===== src/rtl/uart_multi_report_if.sv =====
// Byte-stream handshake between the report formatter and a uart_tx serialiser.
// The master presents tx_data with tx_valid; the slave accepts with tx_ready.
interface uart_multi_report_if;
    logic       tx_valid;
    logic       tx_ready;
    logic [7:0] tx_data;

    modport master (
        output tx_valid,
        output tx_data,
        input  tx_ready
    );

    modport slave (
        input  tx_valid,
        input  tx_data,
        output tx_ready
    );
endinterface


===== src/rtl/uart_multi_report.sv =====
// uart_multi_report: captures an NCH-channel snapshot plus a weather class on
// each rising edge of data_ready and streams one ASCII status line:
//   C<c>:<hhh>.<d> (per channel) W:<class text> \r\n
// A single pending slot coalesces snapshots that arrive while a line is in
// flight; overwrites of a still-pending snapshot are counted in drop_cnt.
// Optional feature macro: UART_REPORT_CHECKSUM_EN appends "*hh" (XOR of all
// bytes before the '*', uppercase hex) ahead of the \r\n terminator.
module uart_multi_report #(
    parameter int NCH   = 2,
    parameter int CLS_W = 3
) (
    input  logic                clk,
    input  logic                rst,
    input  logic                data_ready,
    input  logic [NCH*8-1:0]    chan_int,
    input  logic [NCH*8-1:0]    chan_dec,
    input  logic [CLS_W-1:0]    weather_class,
    uart_multi_report_if.master tx,
    output logic                busy,
    output logic                line_done,
    output logic [7:0]          drop_cnt
);

    localparam logic [0:0] S_IDLE = 1'b0;
    localparam logic [0:0] S_SEND = 1'b1;

    localparam int IDX_W = 7;
    localparam logic [IDX_W-1:0] CH_BYTES = IDX_W'(9 * NCH);
`ifdef UART_REPORT_CHECKSUM_EN
    localparam logic [IDX_W-1:0] CS_BYTES = 7'd3;
`else
    localparam logic [IDX_W-1:0] CS_BYTES = 7'd0;
`endif

    // Length of the class text, without padding.
    function automatic logic [3:0] cls_len(input logic [CLS_W-1:0] c);
        case (32'(c))
            32'd0:   cls_len = 4'd5;
            32'd1:   cls_len = 4'd8;
            32'd2:   cls_len = 4'd7;
            32'd3:   cls_len = 4'd8;
            32'd4:   cls_len = 4'd8;
            default: cls_len = 4'd7;
        endcase
    endfunction

    // Class text left-aligned in 8 bytes; first character in the top byte.
    function automatic logic [63:0] cls_text(input logic [CLS_W-1:0] c);
        case (32'(c))
            32'd0:   cls_text = {"CLEAR", 24'h000000};
            32'd1:   cls_text = "RAIN_OVC";
            32'd2:   cls_text = {"RAIN_PC", 8'h00};
            32'd3:   cls_text = "PART_CLD";
            32'd4:   cls_text = "OVERCAST";
            default: cls_text = {"UNKNOWN", 8'h00};
        endcase
    endfunction

    // Character k (0-based) of the class text.
    function automatic logic [7:0] cls_char(input logic [CLS_W-1:0] c,
                                            input logic [2:0] k);
        logic [63:0] t;
        t = cls_text(c);
        cls_char = t[8*(3'd7 - k) +: 8];
    endfunction

    // ASCII decimal digit of an unsigned byte: sel 0 hundreds, 1 tens, 2 ones.
    function automatic logic [7:0] dec_digit(input logic [7:0] v,
                                             input logic [1:0] sel);
        logic [7:0] d;
        case (sel)
            2'd0:    d = v / 8'd100;
            2'd1:    d = (v / 8'd10) % 8'd10;
            default: d = v % 8'd10;
        endcase
        dec_digit = 8'h30 + d;
    endfunction

    // Uppercase ASCII hex nibble.
    function automatic logic [7:0] hex_char(input logic [3:0] n);
        hex_char = (n < 4'd10) ? (8'h30 + {4'h0, n}) : (8'h37 + {4'h0, n});
    endfunction

    logic [0:0]            state_q;
    logic [IDX_W-1:0]      idx_q;
    logic [3:0]            ch_q;
    logic [3:0]            pos_q;
    logic                  dr_q;
    logic [NCH*8-1:0]      act_int;
    logic [NCH*8-1:0]      act_dec;
    logic [CLS_W-1:0]      act_cls;
    logic [NCH*8-1:0]      pend_int;
    logic [NCH*8-1:0]      pend_dec;
    logic [CLS_W-1:0]      pend_cls;
    logic                  pend_v;

    logic                  edge_det;
    logic                  accept;
    logic                  last_byte;
    logic                  line_start;
    logic [IDX_W-1:0]      t_idx;
    logic [IDX_W-1:0]      clen7;
    logic [IDX_W-1:0]      last_idx;
    logic [7:0]            cur_int;
    logic [7:0]            cur_dec;

`ifdef UART_REPORT_CHECKSUM_EN
    logic [7:0]            csum_q;
`endif

    assign edge_det   = data_ready & ~dr_q;
    assign tx.tx_valid = (state_q == S_SEND);
    assign busy       = (state_q == S_SEND);
    assign accept     = tx.tx_valid & tx.tx_ready;

    assign clen7      = {3'b000, cls_len(act_cls)};
    assign t_idx      = idx_q - CH_BYTES;
    assign last_idx   = CH_BYTES + clen7 + 7'd3 + CS_BYTES;
    assign last_byte  = (idx_q == last_idx);

    // A line begins either from idle or seamlessly after the final byte.
    assign line_start = ((state_q == S_IDLE) & edge_det) |
                        ((state_q == S_SEND) & accept & last_byte & (edge_det | pend_v));

    // Select the active channel's integer and fraction bytes.
    always_comb begin
        cur_int = 8'h00;
        cur_dec = 8'h00;
        for (int c = 0; c < NCH; c++) begin
            if (ch_q == 4'(c)) begin
                cur_int = act_int[c*8 +: 8];
                cur_dec = act_dec[c*8 +: 8];
            end
        end
    end

    // Compose the byte at the current line position.
    always_comb begin
        tx.tx_data = 8'h00;
        if (state_q == S_SEND) begin
            if (idx_q < CH_BYTES) begin
                case (pos_q)
                    4'd0:    tx.tx_data = "C";
                    4'd1:    tx.tx_data = 8'h30 + {4'h0, ch_q};
                    4'd2:    tx.tx_data = ":";
                    4'd3:    tx.tx_data = dec_digit(cur_int, 2'd0);
                    4'd4:    tx.tx_data = dec_digit(cur_int, 2'd1);
                    4'd5:    tx.tx_data = dec_digit(cur_int, 2'd2);
                    4'd6:    tx.tx_data = ".";
                    4'd7:    tx.tx_data = dec_digit(cur_dec, 2'd2);
                    4'd8:    tx.tx_data = " ";
                    default: tx.tx_data = 8'h00;
                endcase
            end else if (t_idx == 7'd0) begin
                tx.tx_data = "W";
            end else if (t_idx == 7'd1) begin
                tx.tx_data = ":";
            end else if (t_idx < clen7 + 7'd2) begin
                tx.tx_data = cls_char(act_cls, 3'(t_idx - 7'd2));
`ifdef UART_REPORT_CHECKSUM_EN
            end else if (t_idx == clen7 + 7'd2) begin
                tx.tx_data = "*";
            end else if (t_idx == clen7 + 7'd3) begin
                tx.tx_data = hex_char(csum_q[7:4]);
            end else if (t_idx == clen7 + 7'd4) begin
                tx.tx_data = hex_char(csum_q[3:0]);
`endif
            end else if (t_idx == clen7 + 7'd2 + CS_BYTES) begin
                tx.tx_data = 8'h0D;
            end else begin
                tx.tx_data = 8'h0A;
            end
        end
    end

    // Line sequencer, snapshot capture, pending slot and drop counter.
    always_ff @(posedge clk or posedge rst) begin
        if (rst) begin
            state_q   <= S_IDLE;
            idx_q     <= '0;
            ch_q      <= '0;
            pos_q     <= '0;
            dr_q      <= 1'b0;
            act_int   <= '0;
            act_dec   <= '0;
            act_cls   <= '0;
            pend_int  <= '0;
            pend_dec  <= '0;
            pend_cls  <= '0;
            pend_v    <= 1'b0;
            line_done <= 1'b0;
            drop_cnt  <= 8'h00;
        end else begin
            dr_q      <= data_ready;
            line_done <= 1'b0;
            case (state_q)
                S_IDLE: begin
                    if (edge_det) begin
                        act_int <= chan_int;
                        act_dec <= chan_dec;
                        act_cls <= weather_class;
                        idx_q   <= '0;
                        ch_q    <= '0;
                        pos_q   <= '0;
                        state_q <= S_SEND;
                    end
                end
                S_SEND: begin
                    if (accept && last_byte) begin
                        line_done <= 1'b1;
                        idx_q     <= '0;
                        ch_q      <= '0;
                        pos_q     <= '0;
                        if (edge_det) begin
                            // Fresh data on the closing byte supersedes any pending snapshot.
                            act_int <= chan_int;
                            act_dec <= chan_dec;
                            act_cls <= weather_class;
                            pend_v  <= 1'b0;
                        end else if (pend_v) begin
                            act_int <= pend_int;
                            act_dec <= pend_dec;
                            act_cls <= pend_cls;
                            pend_v  <= 1'b0;
                        end else begin
                            state_q <= S_IDLE;
                        end
                    end else begin
                        if (accept) begin
                            idx_q <= idx_q + 7'd1;
                            if (idx_q < CH_BYTES) begin
                                if (pos_q == 4'd8) begin
                                    pos_q <= 4'd0;
                                    if (ch_q != 4'(NCH - 1)) begin
                                        ch_q <= ch_q + 4'd1;
                                    end
                                end else begin
                                    pos_q <= pos_q + 4'd1;
                                end
                            end
                        end
                        if (edge_det) begin
                            pend_int <= chan_int;
                            pend_dec <= chan_dec;
                            pend_cls <= weather_class;
                            pend_v   <= 1'b1;
                            if (pend_v && (drop_cnt != 8'hFF)) begin
                                drop_cnt <= drop_cnt + 8'd1;
                            end
                        end
                    end
                end
                default: state_q <= S_IDLE;
            endcase
        end
    end

`ifdef UART_REPORT_CHECKSUM_EN
    // Running XOR of every accepted byte ahead of the '*' marker.
    always_ff @(posedge clk or posedge rst) begin
        if (rst) begin
            csum_q <= 8'h00;
        end else if (line_start) begin
            csum_q <= 8'h00;
        end else if (accept && (idx_q < CH_BYTES + clen7 + 7'd2)) begin
            csum_q <= csum_q ^ tx.tx_data;
        end
    end
`endif

endmodule


===== src/flat_wrapper.sv =====
// flat-port wrapper written by rule: the top's interface ports become plain ports
module uart_multi_report_flat 
#(
    parameter int NCH   = 2,
    parameter int CLS_W = 3
)
  (clk, rst, data_ready, chan_int, chan_dec, weather_class, busy, line_done, drop_cnt, tx_tx_valid, tx_tx_data, tx_tx_ready);
  uart_multi_report_if tx_i ();
  input  logic clk;
  input  logic rst;
  input  logic data_ready;
  input  logic [NCH*8-1:0] chan_int;
  input  logic [NCH*8-1:0] chan_dec;
  input  logic [CLS_W-1:0] weather_class;
  output logic busy;
  output logic line_done;
  output logic [7:0] drop_cnt;
  output wire logic [$bits(tx_i.tx_valid)-1:0] tx_tx_valid;
  output wire logic [$bits(tx_i.tx_data)-1:0] tx_tx_data;
  input wire logic [$bits(tx_i.tx_ready)-1:0] tx_tx_ready;
  assign tx_tx_valid = tx_i.tx_valid;
  assign tx_tx_data = tx_i.tx_data;
  assign tx_i.tx_ready = tx_tx_ready;
  uart_multi_report #(.NCH(NCH), .CLS_W(CLS_W)) u_core (.clk(clk), .rst(rst), .data_ready(data_ready), .chan_int(chan_int), .chan_dec(chan_dec), .weather_class(weather_class), .tx(tx_i), .busy(busy), .line_done(line_done), .drop_cnt(drop_cnt));
endmodule

===== config.mk =====
export PLATFORM = sky130hd
export DESIGN_NAME = uart_multi_report_flat
export DESIGN_NICKNAME = d
export VERILOG_FILES = /design/src/rtl/uart_multi_report_if.sv /design/src/rtl/uart_multi_report.sv /design/src/flat_wrapper.sv
export SDC_FILE = /design/constraint.sdc
export NUM_CORES = 1
export LEC_CHECK = 0
export CORE_UTILIZATION = 35
export CTS_BUF_LIST = sky130_fd_sc_hd__clkbuf_4 sky130_fd_sc_hd__clkbuf_8
export CTS_CLUSTER_DIAMETER = 80
export DETAILED_ROUTE_END_ITERATION = 8
export PLACE_DENSITY_LB_ADDON = 0.15
export SLEW_MARGIN = 20
export SYNTH_ARGS = -nofsm -noshare
export SYNTH_HDL_FRONTEND = slang
export SYNTH_SLANG_ARGS = --single-unit

===== constraint.sdc =====
create_clock -name clk -period 14.05 [get_ports clk]
set_input_delay 4.215 -clock clk [delete_from_list [all_inputs] [get_ports clk]]
set_output_delay 4.215 -clock clk [all_outputs]
set_load 0.01 [all_outputs]

==> results.cfg, run 1 <==
[outcome]
outcome = finished clean

[yosys]
syn_avg_cell_area_um2 = 8.73
synth-compound-area-share = 0.254
synthArstFlopShare = 1.00
syn_area_um2 = 7910
synth_cells = 906
synth-xor-area-share = 0.0310
synth-edff-count = 0
synth_top_family_by_area = compound AO/OA/AOI/OAI gates
synth_seq_area_share = 0.307
synth_top_cell_by_area = dfrtp_1
yosysWarningCount = 0
synthSimpleGateAreaFrac = 0.180
synth_seq_cells = 97
syn_nets = 981
synth_adder_area_share = 0.0584
synth_cell_types = 100
ys.flop_type = dfrtp_1
synth_area_leaders = dfrtp_1, mux2i_1, ha_1
synth_mux_area_frac = 0.121
synth.top_cell.area_share = 0.307

[clocking]
cts.htree.levels = 3
path_clk_slew_ps = 100
cts_hold_buf = 0
cts_tree = yes
cts_buffer_depth = 2
post_cts_buffers = 0
cts.sinks = 97
numCtsBuffers = 9
cts_resized = 0
clock_latency_ps = 360
cts_root_buf = clkbuf_8

[drt]
dr_total_vias = 6765
drtIter0Drc = 446
firstDrtPassIters = 5
totalWireLength_mm = 20.6
ant_nets = 0
route.detailed.drc = 0
vias_per_cell = 5.58
wl_per_cell_um = 17.0

[die]
num_rows = 54
core_um2 = 22000
die_y_um = 152
die_area_um2 = 23200
top_level_ports = 58
die_x_um = 152
start_util = 0.360

[finish]
drive_gt1_frac = 0.130
diodes = 0
final_common_cell = dfrtp_1
mostFrequentLayoutCells = dfrtp_1, nor2_1, a21oi_1
synthToLayoutAreaGrowth_pct = 11.9
num-nets-final = 1003

[sta]
fin_setup_tns_ps = 0
hold_viol = 0
rsz0062_at_grt = false
finalCritPeriodShare = 0.904
drv_slew = 0
fin_crit_ps = 12700
tightest_slew_ps = 972
slew_headroom = 0.352
worst_clock_skew_ps = 10.8
fmax_mhz = 78.7
final-setup-viol-count = 0

[global_route]
grt_overflow_total = 0
grtUsageMet1 = 0.269
grt_first_pass_wirelength_mm = 33.9
grt_pass1_vias = 6299
grt_usage = 0.179
grt_use_met2 = 0.270
gr-usage-met3 = 0.0213
busiest_layer = met2
grt_max_degree = 71
antenna_found_initial = 0

[placed_design]
place_hpwl_mm = 15.4
io_buffers = 57
gp_congestion = 0.909

[worst_setup_path]
end_kind = output port
cp-start-kind = flop
cp.arrival_ps = 8480
crit_required_ps = 9840
crit_type = flop to output port
r2r_cells = 11
cp_max_fo = 35

[worst_hold_path]
min_path_type = flop to flop
hold_depth = 1

[run]
maxCapViolCount = 0
-- through the flow --
stage                     worst slack [ps]  utilization  hold slack (ps)  std cells  cell area [um^2]
after floorplan                       4260            -              479        906              7910
after global placement                2010        0.394              486       1197              8640
after detailed placement              1790        0.394              492       1197              8640
after CTS                             1350        0.403              515       1212              8840
after global routing                   581        0.403              521       1212              8840
final                                 1350        0.403              509       1212              8840
-- Yosys cell counts (5+ instances only) --
master and instances:
a21o_1 6, a21oi_1 78, a21oi_4 5, a22oi_1 5
a31oi_1 11, and2_1 10, and3_1 5, buf_1 5
clkbuf_1 35, dfrtp_1 97, ha_1 36, inv_1 29
inv_2 6, mux2_2 38, mux2i_1 47, nand2_1 78
nand2b_1 7, nand3_1 26, nand3b_1 10, nand4_1 12
nor2_1 92, nor2b_1 7, nor3_1 16, nor4_1 5
o211ai_1 13, o21a_1 8, o21ai_0 57, o221ai_1 8
xnor2_1 19, xor2_1 9
-- cell type report --
| class | count | area [um^2] |
|---|---|---|
| tap | 280 | 350 |
| timing repair buffer | 63 | 616 |
| fill | 2236 | 13100 |
| clock inverter | 5 | 63.8 |
| multi-input combinational | 721 | 5110 |
| inverter | 36 | 138 |
| clock buffer | 10 | 138 |
| sequential | 97 | 2430 |
-- registers in the layout, summed over array words and instances (netlist names), 3 cells and up --
register and flops:
u_core.drop_cnt 8, u_core.act_cls 3, u_core.idx_q 7, u_core.act_int 16, u_core.pend_dec 16, u_core.pos_q 4
u_core.pend_int 16, u_core.pend_cls 3, u_core.act_dec 16, u_core.ch_q 4
-- worst max-delay path, cell delays in order, from the launching register on --
cell and delay (ps):
dfrtp_1 420, inv_1 110, ha_1 800, nand2_1 340, a21oi_1 420, ha_1 350
o21ai_0 180, o2111ai_4 240, a22oi_4 490, mux2_4 370, o211ai_2 480, inv_2 170
xnor2_1 270, inv_1 120, ha_1 230, nand2_1 160, nand4_1 170, a31oi_4 430
mux2_4 360, a2111oi_4 510, nor2b_1 110, a211oi_2 250, o21ai_2 120, or3_1 350
nand2_1 70, a21oi_1 60, clkdlybuf4s50_1 510
-- cells by family (layout without fill, tap and decap cells) --
logic type                 after synthesis  after routing
buffers and inverters                   88            114
AOI/OAI and AO/OA                      272            272
xor gates and xnor gates                28             28
DFF                                     97             97
muxes                                   89             89
adders and majority gates               37             37
and+or+nand+nor                        295            295
-- worst paths after layout --
| check | from | to | slack, ps |
|---|---|---|---|
| worst max-delay path | u_core.ch_q[1] | tx_tx_data[6] | 1350 |
| worst max register to register | u_core.idx_q[1] | u_core.drop_cnt[5] | 10110 |
| min in group asynchronous | rst | u_core.pend_dec[13] | 4240 |
| worst min register to register | u_core.pend_cls[1] | u_core.pend_cls[1] | 510 |
| max in group asynchronous | rst | u_core.ch_q[2] | 8670 |
| worst min-delay path | u_core.pend_cls[1] | u_core.pend_cls[1] | 510 |
-- metal layers --
metal  part of all wire  up-vias
met4             0.0098        0
met5                  0        -
met2               0.43      143
met1               0.52     3240
li1                   -     3367
met3              0.036       15
Power of run 1 is left out: the tool's default activity adds up to more than one toggle a clock period on the data nets, which glitch-free logic cannot reach.
==> run 2: changes to the inputs <==
- ABC_CLOCK_PERIOD_IN_PS: default -> 14050
- MAX_ROUTING_LAYER: default -> met4
==> run 2 against run 1 <==
Compared with the run above:
- register-to-register slack gained 20 ps
- final area about the same
- utilization barely moved
- critical path depth increased by 3
- global-route usage increased by 0.83 points
- die area is the same
- sequential share of layout area barely moved
- clock skew grew 4.2 ps
- wire length is the same
- non-clock buffer count unchanged
- setup slack worse by 69 ps
==> results.cfg, run 2 (synthesis gave the netlist of run 1 again) <==
[die]
die_x_um = 152
die_y_um = 152
num_rows = 54
die_area_um2 = 23200
core_um2 = 22000
start_util = 0.360
top_level_ports = 58

[global_route]
grt_usage = 0.187
grt_overflow_total = 0
grt_max_degree = 74
grt_first_pass_wirelength_mm = 34.5
grt_pass1_vias = 6502
antenna_found_initial = 0

[clocking]
path_clk_slew_ps = 110
cts_hold_buf = 0
cts_resized = 0
cts.sinks = 97
numCtsBuffers = 9
cts.htree.levels = 3
post_cts_buffers = 0
cts_buffer_depth = 2
clock_latency_ps = 380
cts_tree = yes
cts_root_buf = clkbuf_8

[sta]
hold_viol = 0
fmax_mhz = 78.3
fin_setup_tns_ps = 0
tightest_slew_ps = 974
drv_slew = 0
fin_crit_ps = 12770
rsz0062_at_grt = false
slew_headroom = 0.351
finalCritPeriodShare = 0.909
worst_clock_skew_ps = 14.9
final-setup-viol-count = 0
whs_ps = 506

[finish]
finalCoreUtilization = 0.403
diodes = 0
synthToLayoutAreaGrowth_pct = 11.8
final_common_cell = dfrtp_1
mostFrequentLayoutCells = dfrtp_1, nor2_1, a21oi_1
drive_gt1_frac = 0.131
num-nets-final = 1003
fillers = 2216

[worst_setup_path]
cp_slowest_cell = ha_1
cp-start-kind = flop
cp.arrival_ps = 8550
end_kind = output port
cp_max_fo = 35
crit_top_cell = ha_1
cpPeakStageDelay_ps = 800
r2r_cells = 11
r2r_slack_ps = 10130
crit_type = flop to output port
crit_required_ps = 9840

[worst_hold_path]
hold_depth = 1
min_path_type = flop to flop

[drt]
drtIter0Drc = 545
dr_total_vias = 6729
totalWireLength_mm = 20.6
firstDrtPassIters = 4
ant_nets = 0
vias_per_cell = 5.55
wl_per_cell_um = 17.0
route.detailed.drc = 0

[placed_design]
io_buffers = 57
gp_congestion = 0.912
place_hpwl_mm = 15.5

[outcome]
outcome = finished clean

[run]
maxCapViolCount = 0
## run 2: changes by cell type in the layout (fill, tap and decap cells not counted), sizes merged
cell and change:
bufinv -1, clkbuf -1, clkinv +2, inv +1
## run 2: worst max-delay path: cells and delay by family, from the launching register on
kind / cells / cell delay, ps
multiplexers: 1 / 370
adder cells (fa/ha/maj): 4 / 1500
buffers and inverters: 5 / 1000
XOR/XNOR: 2 / 440
AND/OR/NAND/NOR: 5 / 930
flip-flops: 1 / 430
AO/OA/AOI/OAI: 12 / 3510
## run 2: final timing paths
kind,to,start
min in group asynchronous,u_core.pend_dec[11],rst
worst min-delay path,u_core.drop_cnt[7],u_core.drop_cnt[7]
worst max-delay path,tx_tx_data[7],u_core.ch_q[1]
worst min register to register,u_core.drop_cnt[7],u_core.drop_cnt[7]
worst max register to register,u_core.drop_cnt[5],u_core.idx_q[1]
max in group asynchronous,u_core.idx_q[3],rst
## run 2: layout make-up
class                      count  area [um^2]  area share
inverter                      36          138      0.0156
tap                          280          350      0.0396
clock buffer                   9          124      0.0140
timing repair buffer          63          616      0.0696
sequential                    97         2430       0.275
multi-input combinational    721         5110       0.578
clock inverter                 7         73.8     0.00835
## run 2: through the flow
step	instances	setup slack, ps	cell area (um^2)
after global placement	1197	2030	8640
after global routing	1213	577	8840
final	1213	1280	8840
after floorplan	906	4260	7910
after CTS	1213	1340	8840
after detailed placement	1197	1800	8640
## run 2: layer usage
layer | up-vias | part of all wire | GRT usage
met5 | - | 0 | -
met4 | 0 | 0.014 | 0.0462
met3 | 17 | 0.036 | 0.0233
met2 | 134 | 0.43 | 0.277
met1 | 3222 | 0.52 | 0.268
li1 | 3356 | - | -
Power of run 2 is left out for the same reason.
